==> src/rtl/cpu_pkg.sv <==
// rtl/cpu_pkg.sv - shared CPU sequencer types, opcode/memory constants and instruction classification
package cpu_pkg;

   typedef enum logic [2:0] {
      S_FETCH,
      S_LOAD_IR,
      S_ISSUE,
      S_WAIT_BUSY,
      S_WAIT_DONE,
      S_HALT
   } seq_state_t;

   localparam logic [2:0] OP_MOV  = 3'b110;
   localparam logic [2:0] OP_ALU  = 3'b101;
   localparam logic [2:0] OP_HALT = 3'b111;

   localparam logic [1:0] MNONE  = 2'b00;
   localparam logic [1:0] MREAD  = 2'b01;
   localparam logic [1:0] MWRITE = 2'b10;

   localparam int OPCODE_MSB = 15;
   localparam int OPCODE_LSB = 13;
   localparam int OPF_MSB    = 12;
   localparam int OPF_LSB    = 11;

   function automatic logic [2:0] instr_opcode(input logic [15:0] instr);
      return instr[OPCODE_MSB:OPCODE_LSB];
   endfunction

   function automatic logic [1:0] instr_op(input logic [15:0] instr);
      return instr[OPF_MSB:OPF_LSB];
   endfunction

   function automatic logic is_halt(input logic [15:0] instr);
      return instr_opcode(instr) == OP_HALT;
   endfunction

   // Only encodings the datapath FSM actually executes; anything else would never drop w.
   function automatic logic is_legal(input logic [15:0] instr);
      logic [2:0] w_opc;
      logic [1:0] w_fld;
      w_opc = instr_opcode(instr);
      w_fld = instr_op(instr);
      return (w_opc == OP_ALU) || ((w_opc == OP_MOV) && ((w_fld == 2'b10) || (w_fld == 2'b00)));
   endfunction

endpackage

==> src/rtl/instr_fetch_sequencer.sv <==
// rtl/instr_fetch_sequencer.sv - instruction fetch/issue sequencer with shared memory port arbitration
module instr_fetch_sequencer
   import cpu_pkg::*;
#(
   parameter int ADDR_W   = 9,
   parameter int DATA_W   = 16,
   parameter int RESET_PC = 0
)(
   input  logic              clk,
   input  logic              reset,
   output logic [1:0]        mem_cmd,
   output logic [ADDR_W-1:0] mem_addr,
   output logic [DATA_W-1:0] mem_wdata,
   input  logic [DATA_W-1:0] mem_rdata,
   output logic [DATA_W-1:0] ir,
   output logic [2:0]        opcode,
   output logic [1:0]        op,
   output logic              s,
   input  logic              w,
   input  logic              dp_req,
   input  logic              dp_we,
   input  logic [ADDR_W-1:0] dp_addr,
   input  logic [DATA_W-1:0] dp_wdata,
   output logic              dp_gnt,
   output logic              dp_rvalid,
   output logic [DATA_W-1:0] dp_rdata,
   output logic [ADDR_W-1:0] pc,
   output logic              halted
);

   seq_state_t        r_state;
   seq_state_t        w_next;
   logic [ADDR_W-1:0] r_pc;
   logic [DATA_W-1:0] r_ir;
   logic              r_halted;
   logic              r_dp_rvalid;

   always_ff @(posedge clk) begin
      if (reset) r_state <= S_FETCH;
      else       r_state <= w_next;
   end

   always_comb begin
      w_next = r_state;
      case (r_state)
         S_FETCH:     w_next = S_LOAD_IR;
         S_LOAD_IR:   w_next = S_ISSUE;
         S_ISSUE: begin
            if (is_halt(r_ir[15:0]))       w_next = S_HALT;
            else if (is_legal(r_ir[15:0])) w_next = S_WAIT_BUSY;
            else                           w_next = S_FETCH;
         end
         S_WAIT_BUSY: if (!w) w_next = S_WAIT_DONE;
         S_WAIT_DONE: if (w)  w_next = S_FETCH;
         S_HALT:      w_next = S_HALT;
         default:     w_next = S_FETCH;
      endcase
   end

   // The datapath only sees the port while an instruction is in flight.
   always_comb begin
      mem_cmd   = MNONE;
      mem_addr  = r_pc;
      mem_wdata = '0;
      s         = 1'b0;
      dp_gnt    = 1'b0;
      case (r_state)
         S_FETCH: mem_cmd = MREAD;
         S_ISSUE: s = is_legal(r_ir[15:0]);
         S_WAIT_BUSY, S_WAIT_DONE: begin
            dp_gnt = dp_req;
            if (dp_req) begin
               mem_cmd   = dp_we ? MWRITE : MREAD;
               mem_addr  = dp_addr;
               mem_wdata = dp_wdata;
            end
         end
         default: ;
      endcase
   end

   always_ff @(posedge clk) begin
      if (reset) begin
         r_pc        <= ADDR_W'(RESET_PC);
         r_ir        <= '0;
         r_halted    <= 1'b0;
         r_dp_rvalid <= 1'b0;
      end else begin
         r_dp_rvalid <= dp_gnt && !dp_we;
         if (r_state == S_LOAD_IR) begin
            r_ir <= mem_rdata;
            r_pc <= r_pc + ADDR_W'(1);
         end
         if ((r_state == S_ISSUE) && is_halt(r_ir[15:0])) r_halted <= 1'b1;
      end
   end

   assign ir        = r_ir;
   assign opcode    = instr_opcode(r_ir[15:0]);
   assign op        = instr_op(r_ir[15:0]);
   assign pc        = r_pc;
   assign halted    = r_halted;
   assign dp_rvalid = r_dp_rvalid;
   assign dp_rdata  = mem_rdata;

endmodule

==> config.mk <==
export PLATFORM = sky130hd
export DESIGN_NAME = instr_fetch_sequencer
export DESIGN_NICKNAME = d
export VERILOG_FILES = /design/src/rtl/cpu_pkg.sv /design/src/rtl/instr_fetch_sequencer.sv
export SDC_FILE = /design/constraint.sdc
export NUM_CORES = 1
export LEC_CHECK = 0
export ABC_AREA = 1
export CORE_AREA = 8 8 82 84
export DETAILED_ROUTE_END_ITERATION = 12
export DIE_AREA = 0 0 90 92
export PLACE_DENSITY_LB_ADDON = 0.05
export SKIP_CTS_REPAIR_TIMING = 1
export SLEW_MARGIN = 30
export SYNTH_ARGS = -nofsm -noshare
export SYNTH_HDL_FRONTEND = slang
export SYNTH_SLANG_ARGS = --single-unit
==> constraint.sdc <==
create_clock -name clk -period 1.4 [get_ports clk]
set_input_delay 0.28 -clock clk [delete_from_list [all_inputs] [get_ports clk]]
set_output_delay 0.28 -clock clk [all_outputs]
set_load 0.02 [all_outputs]
==> results of run 1 <==
## stage by stage
stage | setup TNS, ps | hold WS [ps] | worst slack (ps) | utilization (%)
2_1_floorplan | -59.4 | 358 | -5.94 | -
3_3_place_gp | -21960 | 441 | -671 | 57.7
3_5_place_dp | -22050 | 442 | -685 | 57.7
4_1_cts | -31410 | 451 | -815 | 59.4
5_1_grt | -9720 | 487 | -382 | 66.8
6_report | -7520 | 446 | -303 | 66.8
## cell type report
type / count / share of cell area (%)
timing repair buffer: 167 / 47.9
multi-input combinational: 158 / 24.8
sequential: 30 / 17.0
inverter: 44 / 5.13
tap: 72 / 2.50
clock buffer: 7 / 2.39
timing repair inverter: 1 / 0.243
clock inverter: 1 / 0.139
## flip-flops by register name, indices dropped and copies added, names as in the netlist
signal / count
dp_rvalid: 1
ir: 16
r_state: 3
pc: 9
halted: 1
## cells in the final DEF, fill, tap and decap left out
master and count:
nand2_1 65, buf_4 51, dlymetal6s2s_1 48, clkdlybuf4s50_1 45
inv_1 38, dfxtp_1 27, a21oi_1 21, buf_6 19
nor2_1 14, nor2_4 12, nand3_1 9, o21ai_2 8
nor2_2 6, o21ai_0 6, clkbuf_8 6, nand2_2 4
inv_4 3, nand3_4 3, dfxtp_4 3, inv_2 2
nand4_1 2, nor3_2 2, clkbuf_16 2, buf_8 2
nand2_4 1, nand2_8 1, clkinv_8 1, nand3_2 1
nor3_1 1, o21ai_1 1, ha_1 1, clkinv_2 1
clkbuf_1 1, inv_6 1
## power breakdown
part | switching (W) | internal [W]
combinational | 0.000497 | 0.000498
sequential | 0.0000429 | 0.000917
clock | 0.000328 | 0.000396
## kinds of logic after synthesis
logic type / Yosys count
flip-flops: 30
AND/OR/NAND/NOR: 121
buffers and inverters: 74
adder cells (fa/ha/maj): 1
AO/OA/AOI/OAI: 36
## worst max-delay path: stages (launching register included)
cell and delay [ps]:
dfxtp_4 370, inv_4 70, nand3_4 80, nand2_4 100, nand2_8 110, buf_8 160, o21ai_2 120, buf_6 130
## worst max path at each step
stage                               to  slack (ps)  depth (start not counted)  startpoint
after global placement     mem_addr[5]        -670                          6      dp_req
final                       mem_cmd[0]        -300                          7  r_state[2]
after floorplan             mem_cmd[1]          -6                          6  r_state[2]
after global routing      mem_wdata[1]        -380                          7  r_state[0]
after detailed placement   mem_addr[7]        -690                          6      dp_req
after CTS                  mem_addr[7]        -810                          7  r_state[1]
## layer usage
metal | share of wire (%) | global-route usage, %
met1 | 47 | 17.7
met2 | 45 | 21.7
met3 | 7.5 | 5.54
met4 | 0.33 | 4.16
met5 | 0 | 0
==> flow_summary.json, run 1 <==
{
  "status": "complete, but fails checks",
  "violations": "setup timing",
  "p_leak_nw": 2.25,
  "clockRootBuffer": "clkbuf_8",
  "maxSlewViolCount": 0,
  "synth-simple-area-share_pct": 29.9,
  "port-buffer-count": 122,
  "rows": 27,
  "synth.area.top_cells": "dfxtp_1 (35%), nand2_1 (15%), buf_4 (9.5%)",
  "synth_most_common_cell": "nand2_1",
  "clock_latency_ps": 280,
  "drt-pass1-iter-count": 4,
  "syn_inst": 262,
  "multi_input_area_sq_um": 893,
  "die_y_microns": 92,
  "finalNonFillerCells": 480,
  "hold_path.class": "register to register",
  "crit_type": "register to output pin",
  "ys_types": 24,
  "hold_violations": 0,
  "fin_nets": 454,
  "fin_crit_ps": 1700,
  "grt_overflow": 0,
  "worst-endpoint-arrival_ps": 1420,
  "total_power_w": 0.00268,
  "cts_tree": "yes",
  "cts_inserted_buffers": 5,
  "cp_max_fo": 6,
  "dpl-instance-area_sq_um": 3120,
  "synth_top_area_cell": "dfxtp_1",
  "routed_wl_microns": 6400,
  "n_fill_cell": 483,
  "ys_ff_latch": 30,
  "synth_common_cells": "nand2_1 (69), inv_1 (40), nor2_1 (31), dfxtp_1 (30), buf_4 (22)",
  "r2r-start": "r_state[1]",
  "finalCritPeriodShare_pct": 122,
  "maxClockFrequency_ghz": 0.587,
  "ff2ff_path_depth": 7,
  "grt_pass1_wl_microns": 9680,
  "grt_pass1_vias": 1989,
  "yosys_warnings": 0,
  "max-cap-violations": 0,
  "power_density_nw_per_um2": 742,
  "synth_top_area_share_pct": 34.6,
  "synth.yosys.seq_area_share_pct": 34.6,
  "die_area_sq_um": 8280,
  "grt_usage_pct": 14.1,
  "dp_hpwl_microns": 4730,
  "yosys_most_used_dff": "dfxtp_1",
  "vdd.ir_drop.worst_mv": 0.562,
  "fin_worst_skew_ps": 6.67,
  "syn_area_per_cell_sq_um": 6.63,
  "antenna_found_initial": 0,
  "avgRoutedWirePerCell_microns": 13.3,
  "dp.cells": 466,
  "initial_core_util_pct": 32.1,
  "detail_route.vias_per_cell": 4.31,
  "setup_slack_ps": -303,
  "h-tree-depth": 2,
  "clockBufferDepth": 2,
  "core_area_sq_um": 5410,
  "regArea_sq_um": 612,
  "fin_area_sq_um": 3610,
  "worstHoldPathCells": 2,
  "rsz0062_at_grt": "yes",
  "grt_start_max_net_pins": 20,
  "endpoint_kind": "output pin",
  "drt-initial-drc-count": 98,
  "rrSetupSlack_ps": 60,
  "vias": 2071,
  "synth_compound_area_share_pct": 11.9,
  "setup_viol": 29,
  "drc": 0,
  "synth_edf_count": 0,
  "synth_xor_area_share_pct": 0,
  "tightestPinTransition_ps": 355,
  "ant_nets": 0,
  "rr_endpoint": "ir[7]",
  "dieWidth_microns": 90,
  "num_io_pins": 123,
  "clock_sinks": 30,
  "synth_fp_nets": 309,
  "min_from": "halted",
  "start_kind": "register",
  "clk_pin_slew_worst_paths_ps": 60,
  "area_delta_synth_final_pct": 108,
  "cp.required_ps": 1120,
  "antenna_cells": 0,
  "synth_area_sq_um": 1740,
  "drive_gt1_share_pct": 31.6,
  "gp_congestion": 0.885,
  "synth_top_family_by_area": "simple AND/OR/NAND/NOR gates",
  "synthMuxAreaShare_pct": 0,
  "async_flop_share_pct": 0,
  "yosys.area_share.adder_pct": 0.720,
  "maxSlewHeadroom_pct": 76.3,
  "hold_end": "halted"
}
(Power assumes the default switching activity.)
==> run 2, diff against run 1 <==
--- a/config.mk
+++ b/config.mk
@@ -9,6 +9,7 @@
 export CORE_AREA = 8 8 82 84
 export DETAILED_ROUTE_END_ITERATION = 12
 export DIE_AREA = 0 0 90 92
+export GPL_TIMING_DRIVEN = 0
 export PLACE_DENSITY_LB_ADDON = 0.05
 export SKIP_CTS_REPAIR_TIMING = 1
 export SLEW_MARGIN = 30
==> run 2 against run 1 <==
  * Clock skew fell by 5.3 ps
  * Maximum frequency fell by 0.39%
  * Clock-buffer cell count did not move
  * Critical endpoint is now mem_addr[0]
  * The flow still finishes with violations (setup timing)
  * Routed wire length fell by 8.6%
  * Highest routed layer unchanged
  * Flip-flop and latch count did not move
  * Worst setup slack got worse by 6.6 ps
==> flow_summary.json, run 2 (synthesis gave the netlist of run 1 again) <==
{
  "drt-initial-drc-count": 78,
  "setup_tns_ps": -7330,
  "vdd.ir_drop.worst_mv": 0.469,
  "tightestPinTransition_ps": 462,
  "maxSlewHeadroom_pct": 69.2,
  "gp_congestion": 0.818,
  "rsz0062_at_grt": "yes",
  "layout_common_cells": "nand2_1 (68), buf_4 (50), clkdlybuf4s50_1 (44)",
  "grt_pass1_wl_microns": 9320,
  "maxSlewViolCount": 0,
  "routed_wl_microns": 5850,
  "endpoint_kind": "output pin",
  "crit_type": "register to output pin",
  "violations": "setup timing",
  "grt_usage_pct": 13.6,
  "hold_violations": 0,
  "status": "complete, but fails checks",
  "vias": 2024,
  "grt_pass1_vias": 1936,
  "cts_tree": "yes",
  "max-cap-violations": 0,
  "hold_path.class": "input port to register",
  "clockRootBuffer": "clkbuf_8",
  "fin_crit_ps": 1710,
  "maxClockFrequency_ghz": 0.585,
  "dp_hpwl_microns": 4610,
  "fin_area_sq_um": 3270,
  "rows": 27,
  "setup_slack_ps": -309,
  "drc": 0,
  "h-tree-depth": 2,
  "dp.cells": 455,
  "final_common_cell": "nand2_1",
  "setup_viol": 29,
  "port-buffer-count": 121,
  "die_y_microns": 92,
  "ant_nets": 0,
  "finalNonFillerCells": 469,
  "fin_worst_skew_ps": 1.36,
  "clock_latency_ps": 270,
  "grt_start_max_net_pins": 11,
  "num_io_pins": 123,
  "worst-endpoint-arrival_ps": 1430,
  "finalCritPeriodShare_pct": 122,
  "die_area_sq_um": 8280,
  "core_area_sq_um": 5410,
  "fin_nets": 444,
  "cp_max_fo": 9,
  "largest_reg_flops": 16,
  "drive_gt1_share_pct": 26.4,
  "cts_inserted_buffers": 5,
  "clock_sinks": 30,
  "area_delta_synth_final_pct": 88.3,
  "cp.required_ps": 1120,
  "grt_overflow": 0,
  "antenna_found_initial": 0,
  "p_leak_nw": 2.12,
  "clockBufferDepth": 2,
  "clk_pin_slew_worst_paths_ps": 60,
  "power_density_nw_per_um2": 766,
  "dpl-instance-area_sq_um": 3040,
  "detail_route.vias_per_cell": 4.32,
  "drt-pass1-iter-count": 5,
  "initial_core_util_pct": 32.1,
  "start_kind": "register",
  "antenna_cells": 0,
  "dieWidth_microns": 90,
  "avgRoutedWirePerCell_microns": 12.5
}
-- run 2: stage by stage --
step | setup slack (ps) | utilization, % | hold slack, ps | total power [W]
after floorplan | -5.94 | - | 358 | 0.00144
after global placement | -746 | 56.2 | 440 | 0.00189
after detailed placement | -744 | 56.2 | 448 | 0.00189
after CTS | -886 | 57.6 | 308 | 0.00254
after global routing | -388 | 60.5 | 321 | 0.00266
final | -309 | 60.5 | 320 | 0.00251
-- run 2: worst paths after layout --
kind,startpoint,endpoint,slack (ps),cells after the start
worst max register to register,r_state[2],ir[10],130,6
worst min register to register,halted,halted,450,2
worst min-delay path,reset,ir[3],320,2
worst max-delay path,r_state[2],mem_addr[0],-310,8
-- run 2: final cells by class --
| class | count | area, sq um |
|---|---|---|
| plain buffers | 30 | 233 |
| fillers | 523 | 2140 |
| repair buffers | 128 | 1320 |
| flip-flops and latches | 30 | 608 |
| inverters | 44 | 175 |
| multi-input cells | 158 | 766 |
| clock buffers | 7 | 76.3 |
| well taps | 72 | 90.1 |
-- run 2: where the power goes --
group	total [W]	internal, W	switching [W]
registers	0.000970	0.000920	0.0000506
clock network	0.000639	0.000341	0.000298
logic	0.000896	0.000448	0.000448
total	0.00251	0.00171	0.000796
-- run 2: metal layers --
layer | GRT usage, % | vias up | part of all wire (%)
met5 | 0 | - | 0
met4 | 4.16 | 0 | 1.1
met3 | 6.36 | 6 | 8.6
met2 | 20.4 | 101 | 43
met1 | 17.1 | 869 | 48
li1 | - | 1048 | -
-- run 2: critical path, cell delays in order, from the launching register on --
cell       delay, ps
dfxtp_2          360
inv_2             60
nand3_2           90
nand2_2           70
nand2_4          110
inv_8             60
clkbuf_16        150
o21ai_2          100
buf_4            150
==> run 3, diff against run 2 <==
--- a/config.mk
+++ b/config.mk
@@ -6,9 +6,9 @@
 export NUM_CORES = 1
 export LEC_CHECK = 0
 export ABC_AREA = 1
-export CORE_AREA = 8 8 82 84
+export CORE_AREA = 8 8 80 82
 export DETAILED_ROUTE_END_ITERATION = 12
-export DIE_AREA = 0 0 90 92
+export DIE_AREA = 0 0 88 90
 export GPL_TIMING_DRIVEN = 0
 export PLACE_DENSITY_LB_ADDON = 0.05
 export SKIP_CTS_REPAIR_TIMING = 1
==> run 3 against run 2 <==
  * The flow still finishes with violations (setup timing)
  * Total power up 4.6%
  * Routed wire length up 2.2%
  * Register-to-register slack better by 20 ps
  * Flip-flop and latch count unchanged
  * Sequential share of layout area down 0.65 points
  * Final cell count up 0.64%
  * Global-route usage up 0.50 points
  * Combinational power up 3.1%
  * Via count down 0.49%
  * Worst setup slack worse by 23 ps
  * Clock power up 13%
  * Maximum frequency down 1.3%
  * Critical path type unchanged
  * Largest cell class unchanged
==> flow_summary.json, run 3 (synthesis gave the netlist of run 1 again) <==
{
  "core_area_sq_um": 5240,
  "hold_violations": 0,
  "num_io_pins": 123,
  "setup_tns_ps": -7400,
  "fin_nets": 446,
  "path_buf_inv": 4,
  "status": "complete, but fails checks",
  "cp.required_ps": 1120,
  "maxClockFrequency_ghz": 0.577,
  "die_area_sq_um": 7920,
  "dp.cells": 455,
  "crit_type": "register to output pin",
  "tightestPinTransition_ps": 475,
  "area_delta_synth_final_pct": 96.3,
  "clock_latency_ps": 280,
  "grt_pass1_vias": 1959,
  "fin_crit_ps": 1730,
  "power_density_nw_per_um2": 768,
  "grt_start_max_net_pins": 11,
  "start_kind": "register",
  "drc": 0,
  "dp_hpwl_microns": 4730,
  "post-place-ws_ps": -753,
  "grt_pass1_wl_microns": 9000,
  "fin_area_sq_um": 3410,
  "antenna_found_initial": 0,
  "drt-initial-drc-count": 48,
  "layout_common_cells": "nand2_1 (65), dlymetal6s2s_1 (46), buf_4 (45)",
  "worst-endpoint-arrival_ps": 1450,
  "gp_congestion": 0.816,
  "finalCritPeriodShare_pct": 124,
  "avgRoutedWirePerCell_microns": 12.7,
  "drt-pass1-iter-count": 4,
  "ant_nets": 0,
  "setup_slack_ps": -332,
  "clockRootBuffer": "clkbuf_8",
  "drive_gt1_share_pct": 26.0,
  "maxSlewHeadroom_pct": 68.3,
  "clockBufferDepth": 2,
  "antenna_cells": 0,
  "cts_inserted_buffers": 5,
  "endpoint_kind": "output pin",
  "slowest_delay_ps": 380,
  "dpl-instance-area_sq_um": 3040,
  "crit_path_cell_trace": "inv_4 -> nand3_4 -> nand2_2 -> nand2_4 -> buf_4 -> inv_4 -> nand2_1 -> o21ai_4 -> buf_6",
  "clock_sinks": 30,
  "cp_max_fo": 5,
  "finalNonFillerCells": 472,
  "maxSlewViolCount": 0,
  "largest_reg_flops": 16,
  "port-buffer-count": 121,
  "final_common_cell": "nand2_1",
  "max-cap-violations": 0,
  "vdd.ir_drop.worst_mv": 0.486,
  "slowest_stage": "dfxtp_4",
  "dieWidth_microns": 88,
  "cts_tree": "yes",
  "rows": 27,
  "h-tree-depth": 2,
  "setup_viol": 29,
  "whs_ps": 306,
  "initial_core_util_pct": 33.2,
  "rsz0062_at_grt": "yes",
  "detail_route.vias_per_cell": 4.27,
  "path_delay_family": "buffers and inverters",
  "grt_usage_pct": 14.1,
  "clk_pin_slew_worst_paths_ps": 60,
  "cpMostUsedCell": "inv_4",
  "grt_overflow": 0,
  "p_leak_nw": 2.18,
  "routed_wl_microns": 5980,
  "vias": 2014,
  "fin_worst_skew_ps": 4.55,
  "die_y_microns": 90,
  "violations": "setup timing",
  "hold_path.class": "input port to register"
}
[run 3: cell type report]
type | count | area (sq um)
Fill cell | 475 | 1830
Clock inverter | 1 | 5.00
Sequential cell | 30 | 612
Clock buffer | 7 | 86.3
Multi-Input combinational cell | 158 | 821
Timing Repair Buffer | 129 | 1370
Buffer | 30 | 233
Tap cell | 72 | 90.1
Timing Repair inverter | 1 | 6.26
Inverter | 44 | 183
[run 3: worst register-to-register path, cell delays in order, from the launching register on]
cell	delay (ps)
dfxtp_4	370
inv_4	80
buf_6	100
nand3_4	150
nor3_2	250
nand2_1	90
nand2_1	70
nor2_1	50
[run 3: report_power, final]
group	switching (W)	internal [W]
clock network	0.000325	0.000396
registers	0.0000584	0.000917
logic	0.000454	0.000469
[run 3: per-stage QoR]
stage	util, %	total power (W)
after floorplan	-	0.00144
after global placement	58.0	0.00188
after detailed placement	58.0	0.00189
after CTS	59.8	0.00262
after global routing	65.1	0.00277
final	65.1	0.00262
[run 3: path summary, 6_finish.rpt]
check	startpoint	cells past startpoint	slack (ps)	endpoint
setup / recovery	r_state[0]	9	-330	mem_addr[0]
hold / removal	reset	2	310	ir[3]
setup reg to reg	r_state[2]	7	150	pc[5]
hold reg to reg	halted	2	450	halted
[run 3: metal layers]
layer / routed length (microns) / share of wire [%] / vias to the layer above / GRT usage (%)
met4: 73 / 1.2 / 0 / 4.73
met2: 2490 / 42 / 97 / 21.6
li1: - / - / 1055 / -
met5: 0 / 0 / - / 0
met1: 2640 / 44 / 856 / 15.8
met3: 773 / 13 / 6 / 8.28
